$ cat config.mk
export PLATFORM = sky130hd
export DESIGN_NAME = uart_rx_cfg
export DESIGN_NICKNAME = d
export VERILOG_FILES = /design/src/rtl/uart_pkg.sv /design/src/rtl/uart_rx_fifo.sv /design/src/rtl/uart_rx_cfg.sv
export SDC_FILE = /design/constraint.sdc
export NUM_CORES = 1
export LEC_CHECK = 0
export BUFFER_PORTS_ARGS = -buffer_cell sky130_fd_sc_hd__clkbuf_2
export CORE_ASPECT_RATIO = 0.8
export CORE_MARGIN = 8
export CORE_UTILIZATION = 50
export CTS_CLUSTER_DIAMETER = 60
export CTS_CLUSTER_SIZE = 14
export DETAILED_ROUTE_END_ITERATION = 7
export GPL_ROUTABILITY_DRIVEN = 0
export PLACE_DENSITY = 0.68
export SETUP_SLACK_MARGIN = 0.5
export SYNTH_ARGS = -nofsm -noshare
export SYNTH_HDL_FRONTEND = slang
export SYNTH_HIERARCHICAL = 1
export SYNTH_SLANG_ARGS = --single-unit
$ cat constraint.sdc
create_clock -name clk_i -period 11.3 [get_ports clk_i]
set_input_delay 1.695 -clock clk_i [delete_from_list [all_inputs] [get_ports clk_i]]
set_output_delay 1.695 -clock clk_i [all_outputs]
set_load 0.005 [all_outputs]
$ cat src/rtl/uart_pkg.sv
// rtl/uart_pkg.sv - shared types and helpers for the configurable UART receiver
package uart_pkg;

    localparam int CNT_W_DEF = 16;

    typedef enum logic [2:0] {
        ST_IDLE,
        ST_START,
        ST_DATA,
        ST_PARITY,
        ST_STOP1,
        ST_STOP2,
        ST_BRK_WAIT
    } rx_state_e;

    typedef enum logic [1:0] {
        DB_5 = 2'b00,
        DB_6 = 2'b01,
        DB_7 = 2'b10,
        DB_8 = 2'b11
    } data_bits_e;

    function automatic logic majority3(input logic a, input logic b, input logic c);
        return (a & b) | (a & c) | (b & c);
    endfunction

endpackage

$ cat src/rtl/uart_rx_fifo.sv
// rtl/uart_rx_fifo.sv - show-ahead receive FIFO, DEPTH x 8
module uart_rx_fifo #(
    parameter int DEPTH = 8,
    localparam int AW = $clog2(DEPTH)
) (
    input  logic        clk_i,
    input  logic        rst_ni,
    input  logic        push_i,
    input  logic [7:0]  wdata_i,
    input  logic        pop_i,
    output logic [7:0]  rdata_o,
    output logic        empty_o,
    output logic        full_o,
    output logic [AW:0] level_o
);

    logic [7:0]    mem [DEPTH];
    logic [AW-1:0] wptr_q;
    logic [AW-1:0] rptr_q;
    logic [AW:0]   level_q;
    logic          wr;
    logic          rd;

    assign empty_o = (level_q == '0);
    assign full_o  = (level_q == (AW+1)'(DEPTH));
    assign level_o = level_q;
    assign rd      = pop_i && !empty_o;
    // A pop frees the head slot in the same cycle, so a push into a full FIFO is still accepted
    assign wr      = push_i && (!full_o || rd);
    // Memory is not reset, so the head is masked while empty to keep rdata_o at 0
    assign rdata_o = empty_o ? 8'h00 : mem[rptr_q];

    always_ff @(posedge clk_i) begin
        if (wr) begin
            mem[wptr_q] <= wdata_i;
        end
    end

    always_ff @(posedge clk_i or negedge rst_ni) begin
        if (!rst_ni) begin
            wptr_q  <= '0;
            rptr_q  <= '0;
            level_q <= '0;
        end else begin
            if (wr) wptr_q <= wptr_q + AW'(1);
            if (rd) rptr_q <= rptr_q + AW'(1);
            case ({wr, rd})
                2'b10:   level_q <= level_q + (AW+1)'(1);
                2'b01:   level_q <= level_q - (AW+1)'(1);
                default: level_q <= level_q;
            endcase
        end
    end

endmodule

$ cat src/rtl/uart_rx_cfg.sv
// rtl/uart_rx_cfg.sv - configurable UART receiver with majority sampling and receive FIFO
module uart_rx_cfg import uart_pkg::*; #(
    parameter int FIFO_DEPTH = 8,
    parameter int CNT_W      = CNT_W_DEF
) (
    input  logic                          clk_i,
    input  logic                          rst_ni,
    input  logic                          rx_en_i,
    input  logic                          rx_i,
    input  logic [CNT_W-1:0]              clks_per_bit_i,
    input  logic [1:0]                    data_bits_i,
    input  logic                          parity_en_i,
    input  logic                          parity_odd_i,
    input  logic                          stop2_i,
    output logic [7:0]                    rdata_o,
    output logic                          rvalid_o,
    input  logic                          rready_i,
    output logic [$clog2(FIFO_DEPTH):0]   fifo_level_o,
    output logic                          parity_err_o,
    output logic                          frame_err_o,
    output logic                          overrun_o,
    output logic                          break_o,
    output logic                          busy_o
);

    rx_state_e        state_q, state_d;
    logic [1:0]       sync_q;
    logic             line;
    logic [CNT_W-1:0] cnt_q;
    logic [CNT_W-1:0] cpb_q;
    logic [CNT_W-1:0] cpb_in;
    logic [2:0]       last_idx_q;
    logic             par_en_q, par_odd_q, stop2_q;
    logic [2:0]       bit_idx_q;
    logic [7:0]       data_q;
    logic [1:0]       hist_q;
    logic             par_err_q, frm_err_q, pbit_q, stop1_q;
    logic             start_det, half_hit, bit_end, samp;
    logic             finish, stop1_v, is_break, push, frame_bad;
    logic             fifo_empty, fifo_full, pop;
    data_bits_e       db;

    assign line      = sync_q[1];
    assign db        = data_bits_e'(data_bits_i);
    assign cpb_in    = (clks_per_bit_i < CNT_W'(4)) ? CNT_W'(4) : clks_per_bit_i;
    assign start_det = (state_q == ST_IDLE) && !line && rx_en_i;
    assign half_hit  = (cnt_q == ((cpb_q - CNT_W'(1)) >> 1));
    assign bit_end   = (cnt_q == (cpb_q - CNT_W'(1)));
    // hist_q holds the line at counts cpb-3 and cpb-2 when bit_end is reached
    assign samp      = majority3(hist_q[1], hist_q[0], line);
    assign pop       = rvalid_o && rready_i;

    always_ff @(posedge clk_i or negedge rst_ni) begin
        if (!rst_ni) state_q <= ST_IDLE;
        else         state_q <= state_d;
    end

    always_comb begin
        state_d = state_q;
        case (state_q)
            ST_IDLE:     if (start_det) state_d = ST_START;
            ST_START:    if (half_hit) state_d = line ? ST_IDLE : ST_DATA;
            ST_DATA:     if (bit_end && bit_idx_q == last_idx_q)
                             state_d = par_en_q ? ST_PARITY : ST_STOP1;
            ST_PARITY:   if (bit_end) state_d = ST_STOP1;
            ST_STOP1:    if (bit_end) state_d = stop2_q ? ST_STOP2
                                              : (is_break ? ST_BRK_WAIT : ST_IDLE);
            ST_STOP2:    if (bit_end) state_d = is_break ? ST_BRK_WAIT : ST_IDLE;
            ST_BRK_WAIT: if (line) state_d = ST_IDLE;
            default:     state_d = ST_IDLE;
        endcase
    end

    always_comb begin
        busy_o  = (state_q != ST_IDLE);
        finish  = 1'b0;
        stop1_v = stop1_q;
        if (bit_end && state_q == ST_STOP1) begin
            stop1_v = samp;
            finish  = !stop2_q;
        end
        if (bit_end && state_q == ST_STOP2) finish = 1'b1;
        frame_bad = frm_err_q || !samp;
        is_break  = finish && (data_q == 8'h00) && !(par_en_q && pbit_q) && !stop1_v;
        push      = finish && !is_break;
    end

    always_ff @(posedge clk_i or negedge rst_ni) begin
        if (!rst_ni) begin
            sync_q     <= 2'b11;
            hist_q     <= 2'b11;
            cnt_q      <= '0;
            cpb_q      <= CNT_W'(4);
            last_idx_q <= 3'd7;
            par_en_q   <= 1'b0;
            par_odd_q  <= 1'b0;
            stop2_q    <= 1'b0;
            bit_idx_q  <= 3'd0;
            data_q     <= 8'h00;
            par_err_q  <= 1'b0;
            frm_err_q  <= 1'b0;
            pbit_q     <= 1'b0;
            stop1_q    <= 1'b1;
        end else begin
            sync_q <= {sync_q[0], rx_i};
            hist_q <= {hist_q[0], line};
            case (state_q)
                ST_START:                          cnt_q <= half_hit ? '0 : cnt_q + CNT_W'(1);
                ST_DATA, ST_PARITY, ST_STOP1, ST_STOP2: cnt_q <= bit_end ? '0 : cnt_q + CNT_W'(1);
                default:                           cnt_q <= '0;
            endcase
            // Frame configuration is frozen at start detect; later changes apply to the next frame
            if (start_det) begin
                cpb_q      <= cpb_in;
                last_idx_q <= {1'b1, db};
                par_en_q   <= parity_en_i;
                par_odd_q  <= parity_odd_i;
                stop2_q    <= stop2_i;
                bit_idx_q  <= 3'd0;
                data_q     <= 8'h00;
                par_err_q  <= 1'b0;
                frm_err_q  <= 1'b0;
                pbit_q     <= 1'b0;
                stop1_q    <= 1'b1;
            end
            if (bit_end) begin
                case (state_q)
                    ST_DATA: begin
                        data_q[bit_idx_q] <= samp;
                        bit_idx_q         <= bit_idx_q + 3'd1;
                    end
                    ST_PARITY: begin
                        pbit_q    <= samp;
                        par_err_q <= ((^data_q) ^ samp) != par_odd_q;
                    end
                    ST_STOP1: begin
                        stop1_q <= samp;
                        if (!samp) frm_err_q <= 1'b1;
                    end
                    ST_STOP2: if (!samp) frm_err_q <= 1'b1;
                    default: ;
                endcase
            end
        end
    end

    always_ff @(posedge clk_i or negedge rst_ni) begin
        if (!rst_ni) begin
            parity_err_o <= 1'b0;
            frame_err_o  <= 1'b0;
            overrun_o    <= 1'b0;
            break_o      <= 1'b0;
        end else begin
            parity_err_o <= push && par_err_q;
            frame_err_o  <= finish && frame_bad;
            overrun_o    <= push && fifo_full && !pop;
            break_o      <= is_break;
        end
    end

    uart_rx_fifo #(
        .DEPTH (FIFO_DEPTH)
    ) u_fifo (
        .clk_i   (clk_i),
        .rst_ni  (rst_ni),
        .push_i  (push),
        .wdata_i (data_q),
        .pop_i   (pop),
        .rdata_o (rdata_o),
        .empty_o (fifo_empty),
        .full_o  (fifo_full),
        .level_o (fifo_level_o)
    );

    assign rvalid_o = !fifo_empty;

endmodule

==> results of run 1 <==
## per-stage QoR
step / hold WS, ns / std cells / setup slack [ns] / total power [mW]
after floorplan: 0.3452 / 632 / 7.084 / 1.182
after global placement: 0.3504 / 823 / 6.502 / 1.309
after detailed placement: 0.3536 / 823 / 6.273 / 1.329
after CTS: 0.3649 / 855 / 6.181 / 1.858
after global routing: 0.3661 / 855 / 5.768 / 1.968
final: 0.3629 / 855 / 6.215 / 1.851
## layout by cell type, fill, tap and decap left out, drive strengths merged, types with 4 or more instances in the layout
cell / count
a211o: 4
a21oi: 12
a31oi: 7
and3: 5
clkbuf: 61
clkinv: 5
dfrtp: 65
dfstp: 8
edfxtp: 64
ha: 11
inv: 31
mux2: 5
mux2i: 15
mux4: 16
nand2: 78
nand2b: 13
nand3: 20
nand3b: 6
nand4: 9
nor2: 54
nor2b: 9
nor3: 16
nor4: 9
nor4b: 5
o211ai: 8
o21ai: 23
o31ai: 5
or3: 7
or4: 4
xnor2: 40
xor2: 18
## worst min-delay path by stage
stage / from / to / slack, ns
final: sync_q[0]$_DFF_PN1_ / sync_q[1]$_DFF_PN1_ / 0.36
after global routing: sync_q[0]$_DFF_PN1_ / sync_q[1]$_DFF_PN1_ / 0.37
after CTS: sync_q[0]$_DFF_PN1_ / sync_q[1]$_DFF_PN1_ / 0.36
after detailed placement: sync_q[0]$_DFF_PN1_ / sync_q[1]$_DFF_PN1_ / 0.35
after global placement: sync_q[0]$_DFF_PN1_ / sync_q[1]$_DFF_PN1_ / 0.35
after floorplan: sync_q[0]$_DFF_PN1_ / sync_q[1]$_DFF_PN1_ / 0.35
## logic make-up (layout without fill, tap and decap cells)
logic type,after synthesis,count (layout)
simple gates,243,243
fa+ha+maj,12,12
compound gates,79,79
flops,137,137
buf+inv,64,103
xor+xnor,61,61
mux,36,36
## worst max-delay path, stage by stage (launching register included)
cell      delay, ns
dfrtp_1        0.46
inv_1          0.11
ha_1           0.28
nor4b_4        0.42
nand4_1        0.24
xnor2_1        0.20
a211o_1        0.26
nor4_4         0.48
nand3_1        0.31
nor2_1         0.54
o31a_4         0.28
nand2b_1       0.11
nor3_1         0.99
## area by class of cell
class | instances | area, sq um | area share (%)
clock buffers | 19 | 432.9 | 5.389
multi-input cells | 431 | 3166 | 39.40
flip-flops and latches | 137 | 3759 | 46.78
inverters | 27 | 101.3 | 1.261
clock inverters | 13 | 120.1 | 1.495
well taps | 184 | 230.2 | 2.866
repair buffers | 44 | 225.2 | 2.803
## metal layers
layer	global-route usage [%]	vias up
met3	5.852	29
met5	0	-
li1	-	2304
met2	25.25	177
met4	7.788	0
met1	26.30	2422
## where the power goes
| part | switching (mW) | internal (mW) |
|---|---|---|
| Sequential | 0.159 | 0.584 |
| Clock | 0.219 | 0.304 |
| Combinational | 0.304 | 0.281 |
| Total | 0.681 | 1.17 |
## sequential cells by signal, summed over array words and instances, names as in the netlist, 2 cells and up
register and cells:
bit_idx_q 3, hist_q 2, cnt_q 16, u_fifo/mem 64, data_q 8, state_q 3
last_idx_q 2, u_fifo/wptr_q 3, u_fifo/level_o 4, u_fifo/rptr_q 3, sync_q 2, cpb_q 16
==> impl_metrics.tcl, run 1 <==
set metrics [dict create \
    status "finished clean" \
    die_area_sq_um 18530 \
    grt_pass1_vias 4873 \
    ys_ff_latch 137 \
    layout-drive-gt1-share_pct 18.33 \
    placementRows 39 \
    io_buffers 43 \
    rsz0062_at_grt "false" \
    startpoint_type "flop" \
    synth_edf_count 64 \
    die_y_um 123.4 \
    fmax_mhz 196.6 \
    path_clk_slew_ns 0.06 \
    synth_compound_area_share_pct 7.556 \
    cts.repair_timing.setup_buffer_count 0 \
    worstHoldPathCells 0 \
    max_slew_margin_pct 13.59 \
    clockRootBuffer "clkbuf_16" \
    finish.utilization_pct 56.58 \
    nNetsFinal 696 \
    gr-usage-all-layers_pct 18.41 \
    antenna_found_initial 0 \
    r2r_slack_ns 6.21 \
    synth-adder-area-share_pct 2.189 \
    cts-buffers-inserted 17 \
    setup_viol 0 \
    p_leak_nw 3.188 \
    firstDrtPassIters 5 \
    yosysTopAreaCell "edfxtp_1" \
    syn_area_sq_um 7203 \
    wl_met2_um 6613 \
    min_path_type "flop to flop" \
    synthFlopType "dfrtp_1" \
    cts_hold_buffers 0 \
    grt_first_pass_wirelength_um 26140 \
    ir_drop_mv 0.1344 \
    num_vias 4932 \
    critical_path_class "flop to flop" \
    crit_start "cpb_q[0]$_DFFE_PN0P_" \
    gr-total-overflow 0 \
    wl_met3_um 1341 \
    wl_per_cell_um 18.48 \
    cts_buffer_depth 2 \
    r2r_end "u_fifo/mem[0][5]$_DFFE_PP_" \
    ys_async_sr_fraction_pct 53.28 \
    clock_sinks 137 \
    start_util_pct 50.73 \
    slew_viol_final 0 \
    placedInstanceArea_sq_um 7481 \
    endpoint_kind "flop" \
    synth_commonest_cells "nand2_1, dfrtp_1, edfxtp_1" \
    maxCapViolCount 0 \
    drtAntennaViolNets 0 \
    ys.warnings.count 6 \
    netlist-cell-type-count 72 \
    dp_hpwl_um 11070 \
    maxUsedRoutingLayer "met4" \
    fin_crit_sh_pct 45.00 \
    syn_nets 670 \
    r2r_cells 12 \
    syn_inst 632 \
    drtIter0Drc 493 \
    worstPathArrival_ns 5.12 \
    tns_ns 0 \
    cts_tree "done" \
    area_growth_pct 11.53 \
    via_per_inst 5.768 \
    tightest_slew_ns 1.286 \
    crit_required_ns 11.34 \
    clock-skew-final_ns 0.01099 \
    wl_met1_um 7534 \
    synth-simple-area-share_pct 18.26 \
    critPathMaxFanout 8 \
    synth_xor_area_share_pct 7.990 \
    design_area_sq_um 8034 \
    grt_max_degree 74 \
    cts.repair.resized 0 \
    post-route-min-period_ns 5.085 \
    finalHoldViolCount 0 \
    synth_top_area_share_pct 26.68 \
    synth_area_per_cell_sq_um 11.40 \
    coreArea_sq_um 14200 \
    yosys-top-cells-area "edfxtp_1, dfrtp_1, mux4_2" \
    io-pin-count 44 \
    die_w_um 150.2 \
    drc 0 \
    power_density_nw_per_um2 230.4 \
    drt_wl_total_um 15800 \
    critical_path.endpoint "u_fifo/mem[0][5]$_DFFE_PP_" \
    synth.area.mux_share_pct 7.921 \
    yosysSeqAreaShare_pct 52.18 \
    r2r-start "cpb_q[0]$_DFFE_PN0P_" \
    synthMostInstantiatedCell "nand2_1" \
    fill_cells 1165 \
    htreeDepth 4 \
    clkLatencyLatePin_ns 0.43 \
    synth_top_family_by_area "simple AND/OR/NAND/NOR gates" \
    antennaDiodeCount 0 \
]
Note: power is estimated with default switching activity, not from simulation.
==> run 2, diff against run 1 <==
Settings changed: ABC_AREA set to 1.
Clock period 11.3 ns to 5.06 ns, I/O delays scaled along.
==> run 2 against run 1 <==
Net effect:
- clock power up 140%
- core utilization shrank 0.11 points
- combinational power grew 68%
==> impl_metrics.tcl, run 2 <==
set metrics [dict create \
    wl_per_cell_um 15.23 \
    antenna_found_initial 0 \
    drtIter0Drc 472 \
    power_density_nw_per_um2 433.1 \
    dp_hpwl_um 12120 \
    antennaDiodeCount 0 \
    top_regs "u_fifo/mem (64), cnt_q (16), cpb_q (16)" \
    max_slew_margin_pct 38.23 \
    finish.utilization_pct 56.47 \
    grt_pass1_vias 5660 \
    syn_inst 893 \
    min_path_type "flop to flop" \
    synthMostInstantiatedCell "nand2_1" \
    endpoint_kind "flop" \
    yosys-top-cells-area "edfxtp_1, dfrtp_1, nand2_1" \
    crit_start "cpb_q[0]$_DFFE_PN0P_" \
    htreeDepth 4 \
    drt_wl_total_um 17340 \
    critical_path_class "flop to flop" \
    netlist-cell-type-count 48 \
    gr-total-overflow 0 \
    rsz0062_at_grt "false" \
    setup_viol 0 \
    clockRootBuffer "clkbuf_16" \
    ys.warnings.count 6 \
    io_buffers 43 \
    finalHoldViolCount 0 \
    ir_drop_mv 0.3695 \
    mostFrequentLayoutCell "nand2_1" \
    grt_first_pass_wirelength_um 28760 \
    placedInstanceArea_sq_um 7777 \
    synth_area_per_cell_sq_um 8.345 \
    grt_max_degree 74 \
    synthFlopType "dfrtp_1" \
    seq_power_share_pct 38.6 \
    coreArea_sq_um 14810 \
    cts_tree "done" \
    power.switching_mw 1.256 \
    io-pin-count 44 \
    maxCapViolCount 0 \
    tns_ns 0 \
    p_clk_share_pct 34.2 \
    synth_top_area_share_pct 25.79 \
    p_leak_nw 3.724 \
    clkLatencyLatePin_ns 0.42 \
    clock-skew-final_ns 0.009311 \
    largest_register_ffs 64 \
    p_comb_share_pct 27.1 \
    p_int_mw 2.367 \
    cts.repair.resized 0 \
    synth_commonest_cells "nand2_1, nor2_1, inv_1" \
    placementRows 40 \
    via_per_inst 5.243 \
    synth_edf_count 64 \
    clock_sinks 137 \
    die_y_um 125.2 \
    tightest_slew_ns 0.9239 \
    fin_crit_sh_pct 77.19 \
    crit_required_ns 5.10 \
    critPathMaxFanout 8 \
    ys_async_sr_fraction_pct 53.28 \
    regMostFlops "u_fifo/mem" \
    firstDrtPassIters 5 \
    die_area_sq_um 19090 \
    cts.repair_timing.setup_buffer_count 0 \
    syn_nets 931 \
    drtAntennaViolNets 0 \
    min_from "sync_q[0]$_DFF_PN1_" \
    worstPathArrival_ns 3.95 \
    startpoint_type "flop" \
    nNetsFinal 974 \
    yosysSeqAreaShare_pct 50.44 \
    cts_buffer_depth 2 \
    status "finished clean" \
    slowest_delay_ns 0.65 \
    drc 0 \
    swShare_pct 34.68 \
    die_w_um 152.5 \
    num_vias 5966 \
    path_common_cell "nand2_1" \
    yosysTopAreaCell "edfxtp_1" \
    cts-buffers-inserted 17 \
    path_clk_slew_ns 0.06 \
    ys_ff_latch 137 \
    r2r-start "cpb_q[0]$_DFFE_PN0P_" \
    path_cells "inv_1 -> ha_1 -> nand2_1 -> nand3_1 -> nand2_1 -> nor2_1 -> nand2_1 -> nor2_1 -> nand2_1 -> nor2_1 -> nand2_1 -> nor2_1 -> nand3_1 -> inv_1 -> nand2_1 -> inv_1 -> nand2_1 -> or2_1 -> nor2_1" \
    syn_area_sq_um 7452 \
    critPathSlowestCell "nor2_1" \
    layout-drive-gt1-share_pct 13.59 \
    slew_viol_final 0 \
    fmax_mhz 256.0 \
    start_util_pct 50.30 \
    post-route-min-period_ns 3.906 \
    gr-usage-all-layers_pct 18.67 \
    layout_common_cells "nand2_1, nor2_1, inv_1" \
    design_area_sq_um 8366 \
    area_growth_pct 12.26 \
    cts_hold_buffers 0 \
]
[run 2: changes by cell type after synthesis, moves of 14 or more]
cell     previous run  this run
o21ai_1             1        28
o21ai_0            21        36
mux2i_1            15         1
mux4_2             16         0
nand3_1            20        76
inv_1              27        94
xnor2_1            40         6
nor2_1             53       135
nand2_1            78       224
[run 2: area by class of cell]
class,count,area [sq um]
clock inverter,12,151.4
multi-input combinational,635,3174
clock buffer,20,436.7
timing repair buffer,45,232.7
inverter,100,375.4
tap,189,236.5
sequential,137,3759
fill,1342,6449
[run 2: critical path, delay by kind of cell (launching register included)]
family | cells | cell delay [ns]
flip-flops | 1 | 0.40
adder cells (fa/ha/maj) | 1 | 0.38
buffers and inverters | 3 | 0.35
AND/OR/NAND/NOR | 15 | 2.37
[run 2: power by group through the flow]
stage          Clock, mW  Sequential, mW  Combinational (mW)
2_1_floorplan          0            1.38               0.782
3_3_place_gp           0            1.41               0.958
3_5_place_dp           0            1.42               0.966
4_1_cts             1.26            1.40               0.976
5_1_grt             1.30            1.42                1.13
6_report            1.24            1.40               0.983
[run 2: worst paths after layout]
kind,slack [ns],depth (start not counted),to
setup / recovery,1.15,19,u_fifo/mem[0][2]$_DFFE_PP_
hold / removal,0.36,0,sync_q[1]$_DFF_PN1_
setup reg to reg,1.15,19,u_fifo/mem[0][2]$_DFFE_PP_
hold reg to reg,0.36,0,sync_q[1]$_DFF_PN1_
max in group asynchronous,3.99,1,cnt_q[1]$_DFF_PN0_
min in group asynchronous,0.47,1,cpb_q[13]$_DFFE_PN0P_
[run 2: per-stage QoR]
stage | setup WS [ns] | hold WS [ns] | instances | total power [mW]
2_1_floorplan | 1.917 | 0.3452 | 893 | 2.160
3_3_place_gp | 1.439 | 0.3470 | 1106 | 2.371
3_5_place_dp | 1.235 | 0.3495 | 1106 | 2.384
4_1_cts | 1.206 | 0.3579 | 1138 | 3.632
5_1_grt | 0.7557 | 0.3624 | 1138 | 3.848
6_report | 1.154 | 0.3566 | 1138 | 3.623
[run 2: layer usage]
layer,part of all wire (%),GRT usage (%),vias up
met5,0,0,-
met4,0.99,4.472,0
met3,5.9,4.372,10
met2,43,28.51,186
met1,50,26.40,2769
li1,-,-,3001
[run 2: logic make-up after synthesis]
family                   share of synthesized area (%)
flip-flops                                       50.44
XOR/XNOR                                         2.888
AND/OR/NAND/NOR                                  29.97
multiplexers                                    0.1343
AO/OA/AOI/OAI                                    7.488
buffers and inverters                            6.968
adder cells (fa/ha/maj)                          2.115
